`config.mk`:
```
export PLATFORM = sky130hd
export DESIGN_NAME = id_ex_stage
export DESIGN_NICKNAME = d
export VERILOG_FILES = /design/src/rtl/id_ex_stage_pkg.sv /design/src/rtl/id_ex_stage_load_use_detector.sv /design/src/rtl/id_ex_stage.sv
export SDC_FILE = /design/constraint.sdc
export NUM_CORES = 1
export LEC_CHECK = 0
export BUFFER_PORTS_ARGS = -buffer_cell sky130_fd_sc_hd__buf_2
export CAP_MARGIN = 0
export CORE_MARGIN = 4
export CORE_UTILIZATION = 30
export CTS_CLUSTER_DIAMETER = 100
export CTS_CLUSTER_SIZE = 24
export DETAILED_ROUTE_END_ITERATION = 7
export SLEW_MARGIN = 5
export SYNTH_ARGS = -nofsm -noshare
export SYNTH_HDL_FRONTEND = slang
export SYNTH_SLANG_ARGS = --single-unit
```
`constraint.sdc`:
```
create_clock -name clk -period 2.76 [get_ports clk]
set_input_delay 0.552 -clock clk [delete_from_list [all_inputs] [get_ports clk]]
set_output_delay 0.552 -clock clk [all_outputs]
set_load 0.02 [all_outputs]
```
`src/rtl/id_ex_stage_pkg.sv`:
```
// Shared types for the ID/EX pipeline register: ALU operation classes, control bundle, default width.
// No logic; imported by id_ex_stage and load_use_detector.
package id_ex_stage_pkg;

  localparam int XLEN_DEF = 32;

  typedef enum logic [1:0] {
    ALUOP_ADD    = 2'b00,
    ALUOP_BRANCH = 2'b01,
    ALUOP_FUNCT  = 2'b10,
    ALUOP_IMM    = 2'b11
  } alu_op_e;

  typedef struct packed {
    logic    reg_write;
    logic    mem_read;
    logic    mem_write;
    logic    mem_to_reg;
    logic    branch;
    logic    alu_src;
    alu_op_e alu_op;
  } ctrl_t;

  localparam int CTRL_W = $bits(ctrl_t);

endpackage

```
`src/rtl/id_ex_stage_load_use_detector.sv`:
```
// Flags a load in EX whose destination is read by the instruction in ID; purely combinational.
// Latency 0; the result drives the upstream stall and the bubble insert.
module load_use_detector
  import id_ex_stage_pkg::*;
(
  input  logic       ex_valid,
  input  logic       ex_mem_read,
  input  logic [4:0] ex_rd,
  input  logic       id_valid,
  input  logic [4:0] id_rs1,
  input  logic [4:0] id_rs2,
  input  logic       id_use_rs1,
  input  logic       id_use_rs2,
  output logic       load_use
);

  logic rs1_hit;
  logic rs2_hit;

  assign rs1_hit  = id_use_rs1 && (ex_rd == id_rs1);
  assign rs2_hit  = id_use_rs2 && (ex_rd == id_rs2);
  // x0 is never a real dependency, so a load to x0 cannot stall
  assign load_use = ex_valid && ex_mem_read && (ex_rd != 5'd0) && id_valid && (rs1_hit || rs2_hit);

endmodule

```
`src/rtl/id_ex_stage.sv`:
```
// ID/EX pipeline register with load-use bubble insertion, flush, hold and saturating perf counters.
// Latency 1 clock; ex_hold freezes the stage, load-use stalls PC/IF-ID for exactly one cycle.
module id_ex_stage
  import id_ex_stage_pkg::*;
#(
  parameter int XLEN  = XLEN_DEF,
  parameter int CNT_W = 16
) (
  input  logic             clk,
  input  logic             rst,
  input  logic             if_id_valid,
  input  logic [XLEN-1:0]  id_pc,
  input  logic [XLEN-1:0]  id_rdata1,
  input  logic [XLEN-1:0]  id_rdata2,
  input  logic [XLEN-1:0]  id_imm,
  input  logic [4:0]       id_rs1,
  input  logic [4:0]       id_rs2,
  input  logic [4:0]       id_rd,
  input  logic             id_use_rs1,
  input  logic             id_use_rs2,
  input  logic             id_RegWrite,
  input  logic             id_MemRead,
  input  logic             id_MemWrite,
  input  logic             id_MemtoReg,
  input  logic             id_Branch,
  input  logic             id_ALUSrc,
  input  logic [1:0]       id_ALUOp,
  input  logic             ex_flush,
  input  logic             ex_hold,
  output logic             ID_EX_valid,
  output logic [XLEN-1:0]  ID_EX_PC,
  output logic [XLEN-1:0]  ID_EX_RData1,
  output logic [XLEN-1:0]  ID_EX_RData2,
  output logic [XLEN-1:0]  ID_EX_Imm,
  output logic [4:0]       ID_EX_RS1,
  output logic [4:0]       ID_EX_RS2,
  output logic [4:0]       ID_EX_RD,
  output logic             ID_EX_RegWrite,
  output logic             ID_EX_MemRead,
  output logic             ID_EX_MemWrite,
  output logic             ID_EX_MemtoReg,
  output logic             ID_EX_Branch,
  output logic             ID_EX_ALUSrc,
  output logic [1:0]       ID_EX_ALUOp,
  output logic             pc_write,
  output logic             if_id_write,
  output logic [CNT_W-1:0] bubble_cnt,
  output logic [CNT_W-1:0] flush_cnt
);

  ctrl_t id_ctrl;
  ctrl_t ex_ctrl;
  logic  load_use;
  logic  bubble;
  logic  clear;
  logic  capture;

  assign id_ctrl = '{reg_write: id_RegWrite, mem_read: id_MemRead, mem_write: id_MemWrite,
                     mem_to_reg: id_MemtoReg, branch: id_Branch, alu_src: id_ALUSrc,
                     alu_op: alu_op_e'(id_ALUOp)};

  load_use_detector u_lud (
    .ex_valid    (ID_EX_valid),
    .ex_mem_read (ex_ctrl.mem_read),
    .ex_rd       (ID_EX_RD),
    .id_valid    (if_id_valid),
    .id_rs1      (id_rs1),
    .id_rs2      (id_rs2),
    .id_use_rs1  (id_use_rs1),
    .id_use_rs2  (id_use_rs2),
    .load_use    (load_use)
  );

  // A flush squashes the stall too, so upstream only waits on a hold in that case
  assign pc_write    = ~(ex_hold | (load_use & ~ex_flush));
  assign if_id_write = pc_write;

  assign bubble  = ~ex_flush & ~ex_hold & load_use;
  assign clear   = ex_flush | bubble;
  assign capture = ~ex_flush & ~ex_hold & ~load_use;

  always_ff @(posedge clk or negedge rst) begin
    if (!rst) begin
      ID_EX_valid  <= 1'b0;
      ID_EX_PC     <= '0;
      ID_EX_RData1 <= '0;
      ID_EX_RData2 <= '0;
      ID_EX_Imm    <= '0;
      ID_EX_RS1    <= '0;
      ID_EX_RS2    <= '0;
      ID_EX_RD     <= '0;
      ex_ctrl      <= '0;
    end else if (clear) begin
      ID_EX_valid  <= 1'b0;
      ID_EX_PC     <= '0;
      ID_EX_RData1 <= '0;
      ID_EX_RData2 <= '0;
      ID_EX_Imm    <= '0;
      ID_EX_RS1    <= '0;
      ID_EX_RS2    <= '0;
      ID_EX_RD     <= '0;
      ex_ctrl      <= '0;
    end else if (capture) begin
      ID_EX_valid  <= if_id_valid;
      ID_EX_PC     <= id_pc;
      ID_EX_RData1 <= id_rdata1;
      ID_EX_RData2 <= id_rdata2;
      ID_EX_Imm    <= id_imm;
      ID_EX_RS1    <= id_rs1;
      ID_EX_RS2    <= id_rs2;
      ID_EX_RD     <= id_rd;
      ex_ctrl      <= if_id_valid ? id_ctrl : '0;
    end
  end

  always_ff @(posedge clk or negedge rst) begin
    if (!rst) begin
      bubble_cnt <= '0;
      flush_cnt  <= '0;
    end else begin
      if (bubble && (bubble_cnt != '1)) bubble_cnt <= bubble_cnt + CNT_W'(1);
      if (ex_flush && (flush_cnt != '1)) flush_cnt <= flush_cnt + CNT_W'(1);
    end
  end

  assign ID_EX_RegWrite = ex_ctrl.reg_write;
  assign ID_EX_MemRead  = ex_ctrl.mem_read;
  assign ID_EX_MemWrite = ex_ctrl.mem_write;
  assign ID_EX_MemtoReg = ex_ctrl.mem_to_reg;
  assign ID_EX_Branch   = ex_ctrl.branch;
  assign ID_EX_ALUSrc   = ex_ctrl.alu_src;
  assign ID_EX_ALUOp    = ex_ctrl.alu_op;

endmodule
```
# Word level (Yosys, flattened, before mapping)

Index checks and enable logic that the tools add are counted.

$add $sub $neg: 2
Eq/ne operators: 4
Muxes and demuxes: 19
Bitwise logic cells: 10
Reduce and logical (&&, ||, !) cells: 11

Operators by type and width:

| cell                                                            | count |
|---|---|
| 32-bit two-way mux                                              | 8 |
| 16-bit by 1-bit adder with 16-bit output, second input constant | 2 |
| 16-bit != test, second input constant                           | 2 |
| 5-bit two-way mux                                               | 6 |
| 8-bit two-way mux                                               | 3 |
| 5-bit equality test                                             | 2 |
| 1-bit logical AND                                               | 8 |
| 5-bit nonzero test                                              | 1 |
| 1-bit AND                                                       | 4 |
| 1-bit NOT                                                       | 4 |
| 1-bit two-way mux                                               | 2 |
| 1-bit OR                                                        | 2 |
| 2-bit nonzero test                                              | 1 |
| 1-bit logical OR                                                | 1 |

Flip-flop bits (word level): 184
Output and inout bits: 186
Word-level logic and storage cells: 63

# Logic depth before layout (Yosys ltp)

Gate-level depths: netlist of run 1.

Depth in word-level cells: 8
Depth in mapped cells: 8
Gate-level depth less buffers: 6

# Hierarchy

From an unflattened synthesis of run 1, not the netlist that was laid out.

Cell total of the unflattened synthesis: 504
Area total of the unflattened synthesis: 7,060.5 µm²

By module, submodules not included:

| module            | instances | cells each | area each (µm²) | seq. area each (µm²) |
|---|---|---|---|---|
| id_ex_stage       | 1         | 487        | 6,929.1         | 4,604.4 |
| load_use_detector | 1         | 17         | 131.4           | 0.0 |

# Worst setup path before layout of run 1

Ideal clock, no wire load.

Kind: input to output
From: in id_rs1[1]
To: out pc_write
Arrival time: 1.992 ns
Data required time: 2.208 ns
Setup slack: 0.216 ns
Cell stages on the path: 6
Buffers on the path: 2
Cell sequence: xnor2_1 > nand4_1 > o22ai_1 > clkbuf_1 > a31oi_1 > buf_4

Longest elaborated chain between the ends: 7

RTL lines:

| element             | RTL line                            | text |
|---|---|---|
| from (decl)         | id_ex_stage.sv:16                   | `input logic [4:0] id_rs1,` |
| 5-bit equality test | id_ex_stage_load_use_detector.sv:20 | `assign rs1_hit = id_use_rs1 && (ex_rd == id_rs1);` |
| 1-bit logical AND   | id_ex_stage_load_use_detector.sv:20 |  |
| 1-bit logical OR    | id_ex_stage_load_use_detector.sv:23 | `assign load_use = ex_valid && ex_mem_read && (ex_rd != 5'd0) && id_valid && (rs1_hit \|\| rs2_hit);` |
| 1-bit logical AND   | id_ex_stage_load_use_detector.sv:23 |  |
| 1-bit AND           | id_ex_stage.sv:75                   | `assign pc_write = ~(ex_hold \| (load_use & ~ex_flush));` |
| 1-bit OR            | id_ex_stage.sv:75                   |  |
| 1-bit NOT           | id_ex_stage.sv:75                   |  |
| to (decl)           | id_ex_stage.sv:45                   | `output logic pc_write,` |

No other way between the ends.

# Final worst setup path of run 1

From: reg ID_EX_RD[1]
To: out if_id_write

Longest elaborated chain between the ends: 7

RTL lines:

| element                                               | RTL line                                                                                                      | text |
|---|---|---|
| from (decl)                                           | id_ex_stage.sv:37                                                                                             | `output logic [4:0] ID_EX_RD,` |
| from (signal assigned)                                | id_ex_stage.sv:111                                                                                            | `ID_EX_RD <= id_rd;` |
| 5-bit equality test (tied with other cells)           | id_ex_stage_load_use_detector.sv:20                                                                           |  |
| 1-bit logical AND (on tied branches)                  | id_ex_stage_load_use_detector.sv:20, id_ex_stage_load_use_detector.sv:21, id_ex_stage_load_use_detector.sv:23 |  |
| 1-bit logical OR or 1-bit logical AND (tied branches) | id_ex_stage_load_use_detector.sv:23                                                                           |  |
| 1-bit logical AND (*)                                 | id_ex_stage_load_use_detector.sv:23                                                                           |  |
| 1-bit AND (*)                                         | id_ex_stage.sv:75                                                                                             |  |
| 1-bit OR (*)                                          | id_ex_stage.sv:75                                                                                             |  |
| 1-bit NOT (*)                                         | id_ex_stage.sv:75                                                                                             |  |
| to (decl)                                             | id_ex_stage.sv:46                                                                                             | `output logic if_id_write,` |

Every way passes the cells marked *; elsewhere a longest branch is shown, timed or not.

==> run summary, run 1 <==
status: finished, final reports clean
maximum clock frequency: 382 MHz
clock-pin slew on the worst setup and hold paths: 70 ps
Slew Limit Fails: 0
total congestion overflow: 0
Synth area leaders: dfrtp_1, a22o_1, xnor2_1
initial antenna violation count: 1
Worst EP arrival: 2070 ps
Setup CP Type: reg2out
pre-CTS WS: 436 ps
Gate Count Post-Synth: 513
Cell Chain, Critical Path: or4_1 > o21ai_2 > inv_2 > a31oi_2 > buf_4
Avg Inst Size Synth: 13.8 um2
root buf cell: clkbuf_16
CTS tree: done
cell family with most CP delay: simple AND/OR/NAND/NOR gates
Vert. Die Dim: 161 um
fillers: 2209
Slew HR: 0.593
area of the core: 0.0229 mm2
hpwl dp: 14900 um
Synth Register Bits: 184
Final #Nets: 1009
post-CTS setup buffers: 0
share of cells above drive strength 1: 0.459
Fin Setup TNS: 0 ps
PwrDens: 655 mW/mm2
standard-cell rows: 55
Final min period: 2620 ps
Post-Synth XOR/XNOR Area: 0.0459
crit path max-delay cell type: or4_1
simple-gate portion of the synthesized area: 0.0611
main combinational cell family by area after synthesis: compound AO/OA/AOI/OAI gates
Reg-to-Reg Start: ID_EX_RD[1]$_DFFE_PN0P_
port bufs: 343
gr usage total: 0.154
clock latency on the worst-skew pair: 420 ps
DRC: 0
Hold Path Class: in2async
max-cap violations: 0
Syn. warnings: 0
routability cong.: 0.824
CP bufs+invs: 2
reg-to-reg slack, setup: 570 ps
synthesized-area fraction occupied by adder cells: 0.00354
Starting Density: 0.308
post-synthesis mux area share: 0.00319
cell taking the most area after synthesis: dfrtp_1
total power: 0.00638 W
CTS Buffer Depth: 2
DR pass1 iterations: 7
largest net degree at the start of global routing: 121
Area Growth Syn to Fin: 37.8%
Reg area: 0.00461 mm2
# IOs: 344
# setup viols final: 0
total CTS buffers: 17
reg2reg end: ID_EX_Imm[12]$_DFFE_PN0P_
compound-gate portion of the synthesized area: 0.201
post-DR vias/cell: 4.74
drt wl/cell: 17.6 um
Slew @ Worst Pin: 610 ps
first-pass GRT wire length: 32200 um
period utilization: 0.948
Net Count, Synth: 673
H-tree lvl count: 4
Crit. End Element: output port
slowest cell delay on critical path: 540 ps
clk sinks: 184
critical path fanouts, max: 5
ANT nets after route: 0
die width: 161 um
area of the multi-input gates: 0.00224 mm2
Synth top area share: 0.652
Die Footprint: 0.0261 mm2
final hold slack: 128 ps
number of DRC markers in iteration 0: 339
Clock Skews: 9.01 ps
sequential-to-total area share from yosys stat: 0.652
Critical Path RT: 2210 ps
vias in the first global route: 5635
Distinct cells, synth: 35
RSZ-0062 raised after global routing: no
Hold Vio Cnt, Final: 0
startpoint types: register
vias post-DR: 5567
Synth Cell Area: 0.00706 mm2
# diodes: 0
Routed WL: 20600 um
VDD IR-drop max: 0.395 mV
worst setup margin: 143 ps
Reg2Reg Depth: 6
leakage power: 5.24 nW
## synthesized netlist by cell type
cell        n
dfrtp_1   184
a22o_1    144
xnor2_1    31
clkbuf_1   20
nand2_1    17
nand3_1    15
nand4_1    13
buf_6       9
nor2_1      9
a32o_1      8
and3_1      8
buf_2       7
xor2_1      6
a21oi_1     5
nor3_1      5
inv_1       4
nand3b_1    3
or2_2       3
a31oi_1     2
and2_1      2
ha_1        2
mux2_2      2
nor4_1      2
a21oi_2     1
and4_1      1
buf_4       1
inv_2       1
nor2b_1     1
nor3b_1     1
o21a_1      1
o21ai_2     1
o22ai_1     1
o41ai_1     1
or3_1       1
or4_1       1
## final cells by class
cell class	count	area share
clock inverter	13	0.0167
tap	313	0.0402
sequential	184	0.473
timing repair buffer	354	0.194
inverter	5	0.00193
clock buffer	18	0.0441
multi-input combinational	287	0.230
## layer usage
layer,GRT usage,vias to the layer above,share of wire
met5,0,-,0.00063
met4,0.0427,2,0.017
met3,0.0459,25,0.075
met2,0.240,247,0.46
met1,0.209,2686,0.45
li1,-,2607,-
## state kept, by name (all words and copies together), names as in the netlist
name / flops
ID_EX_MemRead: 1
ID_EX_ALUSrc: 1
ID_EX_RS1: 5
ID_EX_RData1: 32
ID_EX_PC: 32
ID_EX_MemWrite: 1
ID_EX_Branch: 1
ID_EX_valid: 1
ID_EX_RegWrite: 1
bubble_cnt: 16
ID_EX_RS2: 5
ID_EX_MemtoReg: 1
ID_EX_RD: 5
ID_EX_Imm: 32
ID_EX_ALUOp: 2
flush_cnt: 16
ID_EX_RData2: 32
## stage by stage
step / std cells / util / cell area [um2]
after global placement: 1143 / 0.399 / 9130
final: 1174 / 0.425 / 9740
after global routing: 1174 / 0.425 / 9740
after CTS: 1174 / 0.424 / 9720
after floorplan: 513 / - / 7060
after detailed placement: 1143 / 0.399 / 9130
## where the power goes
group | switching, W | internal (W)
registers | 0.000130 | 0.00287
clock network | 0.00109 | 0.00137
logic | 0.000553 | 0.000370
## worst max path at each step
stage | start | to | slack, ps | cells past startpoint
2_1_floorplan | id_rs1[1] | pc_write | 220 | 6
3_3_place_gp | id_rs1[4] | pc_write | 460 | 6
3_5_place_dp | id_rs1[4] | pc_write | 440 | 6
4_1_cts | ID_EX_RD[1]$_DFFE_PN0P_ | pc_write | 80 | 5
5_1_grt | ID_EX_RD[1]$_DFFE_PN0P_ | if_id_write | 10 | 5
6_report | ID_EX_RD[1]$_DFFE_PN0P_ | if_id_write | 140 | 5
## cell families after synthesis
| logic type | Yosys count |
|---|---|
| flops | 184 |
| compound gates | 164 |
| simple gates | 82 |
| buf+inv | 42 |
| xor+xnor | 37 |
| mux | 2 |
| fa+ha+maj | 2 |
## cells in the final DEF, fill, tap and decap left out, drive strengths merged, types with 3 or more instances in the layout
cell      netlist  final
buf            17    354
dfrtp         184    184
a22o          144    144
xnor2          31     31
clkbuf         20     18
nand2          17     17
nand3          15     15
nand4          13     13
inv             5     12
nor2            9      9
and3            8      8
a32o            8      8
xor2            6      6
a21oi           6      6
nor3            5      5
or2             3      3
nand3b          3      3
clkinvlp        0      3
## repair_timing
action / 4_1_cts / 5_1_grt
hold buffers: 0 / 0
gates resized for setup: 0 / 4
endpoints found under the hold margin: 0 / 0
setup endpoints to repair: 0 / 2
Power figures use the tool's default switching activity.
==> run 2, diff against run 1 <==
- PLACE_DENSITY_LB_ADDON: default -> 0.08
==> run 2 against run 1 <==
Combinational power about the same. Design area down 0.14%. Flip-flop and latch count is the same. Routed wire length is 9.2% higher. Maximum frequency down 2.8%.
==> run summary, run 2 (synthesis results as in run 1) <==
VDD IR-drop max: 0.367 mV (-7.3%)
Area Growth Syn to Fin: 37.6%
reg-to-reg slack, setup: 530 ps (-40 ps)
commonest non-fill, non-tap cell in the layout: buf_2
Critical Path Source: ID_EX_RD[1]$_DFFE_PN0P_
fillers: 2238 (+1.3%)
period utilization: 0.976 (+0.0274)
drt wl/cell: 19.2 um (+9.1%)
Reg area: 0.00460 mm2 (about the same)
PwrDens: 664 mW/mm2 (+1.4%)
standard-cell rows: 55 (unchanged)
Reg-to-Reg Start: ID_EX_RD[1]$_DFFE_PN0P_
total congestion overflow: 0 (unchanged)
max-cap violations: 0 (unchanged)
clk sinks: 184 (unchanged)
ANT nets after route: 0 (unchanged)
Routed WL: 22500 um (+9.2%)
Final #Nets: 1009 (unchanged)
area of the multi-input gates: 0.00224 mm2 (unchanged)
Setup CP Type: reg2out
total power: 0.00646 W (+1.2%)
Vert. Die Dim: 161 um (unchanged)
largest net degree at the start of global routing: 151 (+25%)
hpwl dp: 16400 um (+9.6%)
Slew HR: 0.508 (-0.0854)
routability cong.: 0.829 (+0.70%)
critical path fanouts, max: 5 (unchanged)
# IOs: 344 (unchanged)
power share of the sequential group: 0.465 (-0.005)
Switching Power: 0.00176 W (-0.69%)
Crit. End Element: output port
initial antenna violation count: 1 (unchanged)
area of the core: 0.0229 mm2 (unchanged)
leakage power: 5.25 nW (+0.15%)
worst setup margin: 67.1 ps (-75.7 ps)
Final min period: 2690 ps (+75.7 ps)
port bufs: 343 (unchanged)
Slew @ Worst Pin: 738 ps (+128 ps)
root buf cell: clkbuf_16
Worst EP arrival: 2140 ps (+70 ps)
total CTS buffers: 17 (unchanged)
share of cells above drive strength 1: 0.458 (-0.00116)
Hold Path Class: in2async
Die Footprint: 0.0261 mm2 (unchanged)
Hold Vio Cnt, Final: 0 (unchanged)
Reg2Reg Depth: 6 (unchanged)
Clock Skews: 12.0 ps (+3.00 ps)
RSZ-0062 raised after global routing: yes
Slew Limit Fails: 0 (unchanged)
clock latency on the worst-skew pair: 420 ps (about the same)
most frequent cells in the layout: buf_2, dfrtp_1, a22o_1
Clock power frac: 0.391 (+0.005)
reg2reg end: ID_EX_MemtoReg$_DFFE_PN0P_
post-DR vias/cell: 4.82 (+1.7%)
maximum clock frequency: 371 MHz (-2.8%)
pre-CTS WS: 457 ps (+20.5 ps)
status: finished, final reports clean
P_int: 0.00469 W (+2.0%)
Starting Density: 0.308 (unchanged)
DRC: 0 (unchanged)
vias in the first global route: 6124 (+8.7%)
first-pass GRT wire length: 34700 um (+7.9%)
Critical Path RT: 2210 ps (about the same)
Worst Setup EP: if_id_write
vias post-DR: 5668 (+1.8%)
gr usage total: 0.169 (+0.0158)
Switching Share: 0.273 (-0.00530)
number of DRC markers in iteration 0: 343 (+1.2%)
startpoint types: register
# setup viols final: 0 (unchanged)
Comb pwr share: 0.143 (-0.002)
H-tree lvl count: 4 (unchanged)
Post-CTS Hold Buffers: 0 (unchanged)
CTS tree: done
die width: 161 um (unchanged)
clock-pin slew on the worst setup and hold paths: 70 ps (about the same)
DR pass1 iterations: 4 (-3)
CTS Buffer Depth: 2 (unchanged)
## run 2: changes by cell type in the layout (fill, tap and decap cells not counted), moves of 2 or more
cell | previous run | this run
clkbuf_8 | 0 | 2
inv_6 | 3 | 5
buf_12 | 6 | 4
inv_8 | 4 | 0
clkinvlp_4 | 3 | 0
buf_2 | 340 | 342
clkinv_2 | 0 | 2
## run 2: layer usage
metal	vias to the layer above	global-route usage	part of all wire
met5	-	0	0
met4	0	0.0682	0.028
met3	35	0.0482	0.070
met2	241	0.286	0.49
met1	2783	0.205	0.41
li1	2609	-	-
## run 2: power groups by stage
stage	clock network, W	registers, W	logic [W]
final	0.00253	0.00300	0.000926
after global routing	0.00271	0.00303	0.00101
after CTS	0.00261	0.00300	0.000945
after detailed placement	0	0.00305	0.000943
after global placement	0	0.00305	0.000933
after floorplan	0	0.00325	0.000284
## run 2: final cells by class
type / count / area share
antenna: 1 / 0.000257
clock buffer: 19 / 0.0456
clock inverter: 12 / 0.0166
inverter: 5 / 0.00193
multi-input combinational: 287 / 0.231
sequential: 184 / 0.474
tap: 313 / 0.0403
timing repair buffer: 354 / 0.191
## run 2: metrics by stage
stage,setup TNS [ps],std cells,hold WS [ps],instance area [um2],utilization
after detailed placement,0,1142,480,9100,0.397
after floorplan,0,513,256,7060,-
final,0,1175,195,9720,0.424
after global routing,-41.9,1175,235,9720,0.424
after CTS,0,1173,205,9710,0.424
after global placement,0,1142,476,9100,0.397
## run 2: repair_timing
item | in CTS | in global routing
buffers inserted | 0 | 1
setup endpoints to repair | 0 | 2
gates resized for setup | 0 | 1
## run 2: how the worst min path moves through the flow
stage / start / end / cells after the start
after detailed placement: ID_EX_MemWrite$_DFFE_PN0P_ / ID_EX_MemWrite$_DFFE_PN0P_ / 1
final: rst / ID_EX_Imm[16]$_DFFE_PN0P_ / 1
after global routing: rst / ID_EX_RData2[6]$_DFFE_PN0P_ / 1
after CTS: rst / ID_EX_Imm[16]$_DFFE_PN0P_ / 1
after floorplan: rst / ID_EX_ALUOp[0]$_DFFE_PN0P_ / 0
after global placement: ID_EX_ALUOp[1]$_DFFE_PN0P_ / ID_EX_ALUOp[1]$_DFFE_PN0P_ / 1
## run 2: critical path, stage by stage, from the launching register on
cell and delay [ps]:
dfrtp_1 440, or4_1 560, o21ai_2 200, inv_2 90
a31oi_2 230, buf_2 200
